## src/rtl/trng_collector_if.sv

```systemverilog
// trng_collector_if: groups the TRNG sample handshake, the FIFO read port and
// the health status/clear signals of trng_collector.
// master = the collector, slave = the surrounding system (TRNG source + consumer).
interface trng_collector_if #(
    parameter int TRNG_WIDTH = 4,
    parameter int OUT_WIDTH  = 32,
    parameter int FIFO_DEPTH = 4
);
    localparam int LEVEL_W = $clog2(FIFO_DEPTH + 1);

    logic [TRNG_WIDTH-1:0] trng_word;
    logic                  trng_valid;
    logic                  trng_req;
    logic [OUT_WIDTH-1:0]  rd_data;
    logic                  rd_valid;
    logic                  rd_ready;
    logic [LEVEL_W-1:0]    level;
    logic                  health_fail;
    logic                  fail_clr;

    modport master (
        input  trng_word, trng_valid, rd_ready, fail_clr,
        output trng_req, rd_data, rd_valid, level, health_fail
    );

    modport slave (
        output trng_word, trng_valid, rd_ready, fail_clr,
        input  trng_req, rd_data, rd_valid, level, health_fail
    );
endinterface

```

## src/rtl/trng_collector.sv

```systemverilog
// trng_collector: assembles raw TRNG samples into OUT_WIDTH words and buffers
// them in a first-word-fall-through FIFO.
// Optional macro TRNG_COLLECTOR_HEALTH_EN compiles in a repetition-count health
// test; without it FAULT is unreachable and health_fail is tied low.
// The parameters must match the ones used for the connected trng_collector_if.
//
// state   | meaning
// --------+-----------------------------------------------------------------
// COLLECT | accepting samples while the FIFO has room (trng_req = level<DEPTH)
// FAULT   | health test tripped; FIFO flushed, requests held off until fail_clr
module trng_collector #(
    parameter int TRNG_WIDTH = 4,
    parameter int OUT_WIDTH  = 32,
    parameter int FIFO_DEPTH = 4,
    parameter int REP_LIMIT  = 8
) (
    input logic              clk,
    input logic              reset,
    trng_collector_if.master bus
);
    localparam int SLICES  = OUT_WIDTH / TRNG_WIDTH;
    localparam int SLICE_W = (SLICES > 1) ? $clog2(SLICES) : 1;
    localparam int PTR_W   = $clog2(FIFO_DEPTH);
    localparam int LEVEL_W = $clog2(FIFO_DEPTH + 1);

    typedef enum logic {COLLECT, FAULT} state_t;

    state_t                 state_q;
    logic [OUT_WIDTH-1:0]   mem [FIFO_DEPTH];
    logic [PTR_W-1:0]       wr_ptr_q, rd_ptr_q;
    logic [LEVEL_W-1:0]     level_q, level_next;
    logic                   rd_valid_q, trng_req_q, health_fail_q;
    logic [OUT_WIDTH-1:0]   asm_q, asm_next;
    logic [SLICE_W-1:0]     slice_q;
    logic                   accept, last, push, pop, trip;

`ifdef TRNG_COLLECTOR_HEALTH_EN
    localparam int REP_W = $clog2(REP_LIMIT + 1);
    logic [REP_W-1:0]      rep_cnt_q, rep_next;
    logic [TRNG_WIDTH-1:0] prev_q;
`else
    logic unused_rep_limit;
    assign unused_rep_limit = (REP_LIMIT < 2);
`endif

    // Datapath decode: sample acceptance, word completion, FIFO push/pop, health trip.
    always_comb begin
        accept   = trng_req_q & bus.trng_valid;
        last     = (slice_q == SLICE_W'(SLICES - 1));
        asm_next = asm_q;
        asm_next[slice_q*TRNG_WIDTH +: TRNG_WIDTH] = bus.trng_word;
        push     = accept & last;
        pop      = rd_valid_q & bus.rd_ready;
`ifdef TRNG_COLLECTOR_HEALTH_EN
        if (rep_cnt_q == '0 || bus.trng_word != prev_q) begin
            rep_next = REP_W'(1);
        end else begin
            rep_next = rep_cnt_q + REP_W'(1);
        end
        trip = accept && (rep_next == REP_W'(REP_LIMIT));
`else
        trip = 1'b0;
`endif
        level_next = level_q;
        if (push && !pop) begin
            level_next = level_q + LEVEL_W'(1);
        end else if (!push && pop) begin
            level_next = level_q - LEVEL_W'(1);
        end
    end

    // Collector FSM: assembly register, FIFO storage/pointers, health state and registered outputs.
    always_ff @(posedge clk) begin
        if (reset) begin
            state_q       <= COLLECT;
            wr_ptr_q      <= '0;
            rd_ptr_q      <= '0;
            level_q       <= '0;
            rd_valid_q    <= 1'b0;
            trng_req_q    <= 1'b1;
            health_fail_q <= 1'b0;
            asm_q         <= '0;
            slice_q       <= '0;
`ifdef TRNG_COLLECTOR_HEALTH_EN
            rep_cnt_q     <= '0;
            prev_q        <= '0;
`endif
        end else begin
            case (state_q)
                COLLECT: begin
                    if (trip) begin
                        // Tripping sample is dropped even if it would complete a word.
                        state_q       <= FAULT;
                        health_fail_q <= 1'b1;
                        trng_req_q    <= 1'b0;
                        rd_valid_q    <= 1'b0;
                        level_q       <= '0;
                        wr_ptr_q      <= '0;
                        rd_ptr_q      <= '0;
                        asm_q         <= '0;
                        slice_q       <= '0;
`ifdef TRNG_COLLECTOR_HEALTH_EN
                        rep_cnt_q     <= '0;
`endif
                    end else begin
                        if (accept) begin
`ifdef TRNG_COLLECTOR_HEALTH_EN
                            rep_cnt_q <= rep_next;
                            prev_q    <= bus.trng_word;
`endif
                            if (last) begin
                                slice_q <= '0;
                                asm_q   <= '0;
                            end else begin
                                slice_q <= slice_q + SLICE_W'(1);
                                asm_q   <= asm_next;
                            end
                        end
                        if (push) begin
                            mem[wr_ptr_q] <= asm_next;
                            wr_ptr_q      <= wr_ptr_q + PTR_W'(1);
                        end
                        if (pop) begin
                            rd_ptr_q <= rd_ptr_q + PTR_W'(1);
                        end
                        level_q    <= level_next;
                        rd_valid_q <= (level_next != '0);
                        trng_req_q <= (level_next < LEVEL_W'(FIFO_DEPTH));
                    end
                end
                FAULT: begin
                    trng_req_q <= 1'b0;
                    if (bus.fail_clr) begin
                        // FIFO is already empty here, so requesting resumes at once.
                        state_q       <= COLLECT;
                        health_fail_q <= 1'b0;
                        trng_req_q    <= 1'b1;
                        asm_q         <= '0;
                        slice_q       <= '0;
`ifdef TRNG_COLLECTOR_HEALTH_EN
                        rep_cnt_q     <= '0;
`endif
                    end
                end
                default: state_q <= COLLECT;
            endcase
        end
    end

    assign bus.trng_req    = trng_req_q;
    assign bus.rd_valid    = rd_valid_q;
    assign bus.level       = level_q;
    assign bus.rd_data     = rd_valid_q ? mem[rd_ptr_q] : '0;
`ifdef TRNG_COLLECTOR_HEALTH_EN
    assign bus.health_fail = health_fail_q;
`else
    assign bus.health_fail = health_fail_q & 1'b0;
`endif
endmodule

```

## src/flat_wrapper.sv

```systemverilog
// flat-port wrapper written by rule: the top's interface ports become plain ports
module trng_collector_flat 
#(
    parameter int TRNG_WIDTH = 4,
    parameter int OUT_WIDTH  = 32,
    parameter int FIFO_DEPTH = 4,
    parameter int REP_LIMIT  = 8
)
  (clk, reset, bus_trng_word, bus_trng_valid, bus_rd_ready, bus_fail_clr, bus_trng_req, bus_rd_data, bus_rd_valid, bus_level, bus_health_fail);
  trng_collector_if #(.TRNG_WIDTH(TRNG_WIDTH), .OUT_WIDTH(OUT_WIDTH), .FIFO_DEPTH(FIFO_DEPTH)) bus_i ();
  input logic clk;
  input logic reset;
  input wire logic [$bits(bus_i.trng_word)-1:0] bus_trng_word;
  input wire logic [$bits(bus_i.trng_valid)-1:0] bus_trng_valid;
  input wire logic [$bits(bus_i.rd_ready)-1:0] bus_rd_ready;
  input wire logic [$bits(bus_i.fail_clr)-1:0] bus_fail_clr;
  output wire logic [$bits(bus_i.trng_req)-1:0] bus_trng_req;
  output wire logic [$bits(bus_i.rd_data)-1:0] bus_rd_data;
  output wire logic [$bits(bus_i.rd_valid)-1:0] bus_rd_valid;
  output wire logic [$bits(bus_i.level)-1:0] bus_level;
  output wire logic [$bits(bus_i.health_fail)-1:0] bus_health_fail;
  assign bus_i.trng_word = bus_trng_word;
  assign bus_i.trng_valid = bus_trng_valid;
  assign bus_i.rd_ready = bus_rd_ready;
  assign bus_i.fail_clr = bus_fail_clr;
  assign bus_trng_req = bus_i.trng_req;
  assign bus_rd_data = bus_i.rd_data;
  assign bus_rd_valid = bus_i.rd_valid;
  assign bus_level = bus_i.level;
  assign bus_health_fail = bus_i.health_fail;
  trng_collector #(.TRNG_WIDTH(TRNG_WIDTH), .OUT_WIDTH(OUT_WIDTH), .FIFO_DEPTH(FIFO_DEPTH), .REP_LIMIT(REP_LIMIT)) u_core (.clk(clk), .reset(reset), .bus(bus_i));
endmodule
```

## config.mk

```make
export PLATFORM = sky130hd
export DESIGN_NAME = trng_collector_flat
export DESIGN_NICKNAME = d
export VERILOG_FILES = /design/src/rtl/trng_collector_if.sv /design/src/rtl/trng_collector.sv /design/src/flat_wrapper.sv
export SDC_FILE = /design/constraint.sdc
export NUM_CORES = 1
export LEC_CHECK = 0
export BUFFER_PORTS_ARGS = -buffer_cell sky130_fd_sc_hd__buf_2
export CAP_MARGIN = 30
export CORE_MARGIN = 2
export CORE_UTILIZATION = 45
export DETAILED_ROUTE_END_ITERATION = 10
export GPL_ROUTABILITY_DRIVEN = 0
export MAX_ROUTING_LAYER = met4
export SYNTH_ARGS = -nofsm -noshare
export SYNTH_HDL_FRONTEND = slang
export SYNTH_SLANG_ARGS = --single-unit
```

## constraint.sdc

```tcl
create_clock -name clk -period 4.41 [get_ports clk]
set_input_delay 0.441 -clock clk [delete_from_list [all_inputs] [get_ports clk]]
set_output_delay 0.441 -clock clk [all_outputs]
set_load 0.01 [all_outputs]
```

Yosys cells after proc, flatten, opt, wreduce, memory -nomap -nowiden
Memories as Yosys holds them, arrays and structs flattened. A register that Yosys moved wholly into a read port is not among the register bits. Index checks and enable logic that the tools add are counted.

Output and inout port bits: 38. Logic and storage cells: 55. RAM bits: 128. Memories: 1. Bits in registers: 45.

Reductions and logical operators: 8. Bitwise logic cells: 4. Shift operators: 2. Add/sub/neg operators: 6. Eq/ne operators: 3. Order comparisons: 1. Multiplexer cells: 22.

Memory list: u_core.mem (words 4, width 32, rd ports 1, clocked after Yosys merged registers in 1, wr ports 1, line trng_collector.sv:29) `logic [OUT_WIDTH-1:0] mem [FIFO_DEPTH];`.

Operator list (count): two-way mux 32 bit (4); one-hot mux 32 bit (2 select lines) (1); negator 5 -> 34 bit (1); variable shift 4 x 34 -> 32 bit (first input constant) (1); variable part select 4 x 34 -> 32 bit (1); bitwise mux 32 bit (1); two-way mux 3 bit (5); adder 3 x 1 -> 3 bit (second input constant) (2); two-way mux 1 bit (6); one-hot mux 3 bit (2 select lines) (1); AND reduction 2 bit (3); adder 2 x 1 -> 2 bit (second input constant) (2); two-way mux 2 bit (2); one-hot mux 1 bit (2 select lines) (2); AND 1 bit (3); equality test 3 bit (second input constant) (1); less-than comparator 3 bit (second input constant) (1); nonzero test 3 bit (1); subtractor 3 x 1 -> 3 bit (second input constant) (1); logical AND 1 bit (2); logical NOT 1 bit (2); inequality test 2 x 1 -> 1 bit (second input constant) (1); inequality test 2 bit (second input constant) (1); inverter 1 bit (1).

Depth between registers and ports, before layout
Word-level depth: 8. Depth in mapped cells: 10.

Worst setup path after synthesis
OpenSTA, ideal clock, no wires.

Path kind: reg-to-reg. From: register u_core.slice_q[0]. To: memory u_core.mem[0][29], data pin. Arrival: 2.088 ns. Required time: 4.144 ns. Path buffers: 3. Slack: 2.055 ns. Cell stages (with the launch flop): 9. Path through: dfxtp_1 buf_2 inv_1 ha_1 ha_1 buf_2 or4b_4 buf_6 mux2_2.

Longest elaborated chain between the ends: 3.

Ends and longest elaborated chain: from (decl) (line trng_collector.sv:34) `logic [SLICE_W-1:0] slice_q;`; from (signal assigned) (line trng_collector.sv:115) `slice_q <= slice_q + SLICE_W'(1);`; negator 5 -> 34 bit * (line trng_collector.sv:51) `asm_next[slice_q*TRNG_WIDTH +: TRNG_WIDTH] = bus.trng_word;`; variable part select 4 x 34 -> 32 bit or variable shift 4 x 34 -> 32 bit (tied branches) (line trng_collector.sv:51); bitwise mux 32 bit * (line trng_collector.sv:51); net u_core.asm_next[29] (line trng_collector.sv:33) `logic [OUT_WIDTH-1:0] asm_q, asm_next;`; to (decl) (line trng_collector.sv:29).

The timed path passes the listed nets; every way through them passes the cells marked *.

Worst setup path in the final report
From: register u_core.slice_q[0]. To: memory u_core.mem[3][28], data pin.

The elaborated chain is that of the path after synthesis.

==> flow_summary.toml <==
[detailed_routing]
wl_um = 14800
via_per_inst = 5.53
drt_pre_antenna_iters = 5
drt_iter0_drc = 244
vias = 4338
ant_nets = 0
drcViolationCount = 0
drt-wirelength-per-cell_um = 18.8

[power_and_ir_drop]
max-vdd-ir-drop_uv = 277
total_leakage_power_nw = 2.92
finalPower_w = 0.00387
p_per_area_nw_per_um2 = 460

[clocking]
cts_tree = "built"
clock-sinks = 175
ctsResizeCount = 0
clockRootBuffer = "clkbuf_16"
post_cts_buffers = 0
worstSkewPairLatency_ps = 430
numCtsBuffers = 17
clk_pin_slew_ps = 60
htree_levels = 4
clock_path_buffers = 2
cts_hold_buffers = 0

[final_layout]
antenna_cells = 0
area_growth_syn_to_layout_pct = 13.2
final_core_util_pct = 51.5
drive_gt1_share_pct = 26.4
area.sequential_um2 = 4790
nets = 571
multiInputGateArea_um2 = 2470
nFillCells = 1434

[timing]
setup_tns_ps = 0
final-max-slew-violation-count = 0
rsz0062_at_grt = "no"
min_period_ps = 3000
skew_ps = 8.51
setup_viol = 0
relSlewSlack_pct = 36.9
tightest_slew_ps = 942
hold_viol = 0
fmax_mhz = 333
fin_ws_ps = 1410
hold_ws_ps = 228
finalCritPeriodShare_pct = 68.1

[floorplanning]
die_height_um = 133
ios = 47
dieArea_um2 = 17600
row_count = 47
die_w_um = 133
start_util_pct = 45.5
core_um2 = 16300

[place]
io_buffers = 45
post-place-ws_ps = 1500
hpwl_um = 8910

[critical_path]
startpoint_type = "register"
cp.required_ps = 4560
critical_path_class = "register to register"
crit_fanout = 20
crit_path_end_kind = "register"
worstPathArrival_ps = 3160

[yosys]
post-synth-top-count-cell = "edfxtp_1"
synth_top_family_by_area = "multiplexers"
synth_nets = 532
ys_seq_area_share_pct = 64.3
synth_fa_ha_area_share_pct = 1.85
synth_cell_types = 57
synth_xor_area_share_pct = 0.589
synth_compound_area_share_pct = 7.45
synth-main-ff-cell = "edfxtp_1"
synth-edff-count = 128
synth_area_um2 = 7440
ys_warn_count = 0
synth_top_area_cell = "edfxtp_1"
synth_seq_cells = 175
async_reset_ff_share_pct = 0
avgSynthCellArea_um2 = 14.5
synthMuxAreaShare_pct = 12.8
syn_inst = 512
synth_top_area_share_pct = 51.7
yosys.area_share.simple_pct = 10.4
synth_top_cells_by_count = "edfxtp_1 (128), dfxtp_1 (47), nand2_1 (38)"
synthTopCellsByArea = "edfxtp_1 (52%), dfxtp_1 (13%), mux4_2 (9.7%)"

[global_route]
grt_first_pass_wirelength_um = 23400
grt_pass1_vias = 4287
antenna_found_initial = 0
grt_max_degree = 45
grt_usage_pct = 18.1
overflow = 0

[run]
max_cap_violations = 0

[status]
outcome = "finished, final reports clean"

[hold_path]
hold_class = "primary input to register"
[cell usage in the layout (no fill, tap or decap), types with 8 or more instances in the layout]
cell type / instances
nand2_1: 38
clkbuf_16: 17
o21ai_0: 27
a32oi_1: 8
a21oi_1: 16
nor2_1: 34
mux4_2: 32
a22oi_1: 9
dfxtp_1: 46
buf_2: 45
mux2_2: 20
ha_1: 11
edfxtp_1: 128
and2_1: 37
inv_1: 9
[sequential cells by signal, summed over array words and instances (netlist names), named ones only]
signal	cells
u_core.mem	128
u_core.asm_q	32
u_core.bus.level	3
u_core.slice_q	3
u_core.rd_ptr_q	2
u_core.wr_ptr_q	2
u_core.bus.rd_valid	1
u_core.bus.trng_req	1
u_core.state_q	1
[per-stage QoR]
stage	instances	instance area (um2)
after floorplan	512	7440
after global placement	752	7850
after detailed placement	752	7850
after CTS	784	8430
final	784	8430
after global routing	784	8430
[power by group]
part	switching [W]	internal (W)	total, W	leakage [nW]
combinational	0.000344	0.000246	0.000590	1.08
clock	0.000616	0.000847	0.00146	0.280
sequential	0.0000367	0.00178	0.00182	1.56
[metal layers]
metal / wire, um / GRT usage (%)
met3: 516 / 4.44
met1: 6830 / 23.5
met4: 121 / 5.14
met2: 7280 / 28.7
met5: 0 / -
[worst paths after layout]
kind	cells after the start	slack (ps)	end	startpoint
worst max-delay path	5	1410	u_core.mem[3][28]	u_core.slice_q[0]
worst min-delay path	2	230	u_core.state_q	bus_fail_clr
worst max register to register	5	1410	u_core.mem[3][28]	u_core.slice_q[0]
worst min register to register	1	470	u_core.asm_q[2]	u_core.asm_q[2]
[worst max-delay path, cell delays in order (launching register included)]
cell	delay [ps]
dfxtp_1	750
inv_1	230
ha_1	280
ha_1	390
or4b_4	600
o21ai_0	480
[logic make-up (layout without fill, tap and decap cells)]
kind of cell / Yosys count / after routing
DFF: 175 / 175
and+or+nand+nor: 143 / 143
AOI/OAI and AO/OA: 83 / 83
muxes: 53 / 53
buffers and inverters: 41 / 93
adders and majority gates: 11 / 11
xor gates and xnor gates: 5 / 5
other: 1 / 1
[final cells by class]
cell class,instances,share of cell area [%]
clock buffer,18,5.21
clock inverter,14,1.68
multi-input combinational,296,29.3
tap,220,3.27
sequential,175,56.8
inverter,9,0.401
timing repair buffer,52,3.30
Note: power is estimated with default switching activity, not from simulation.
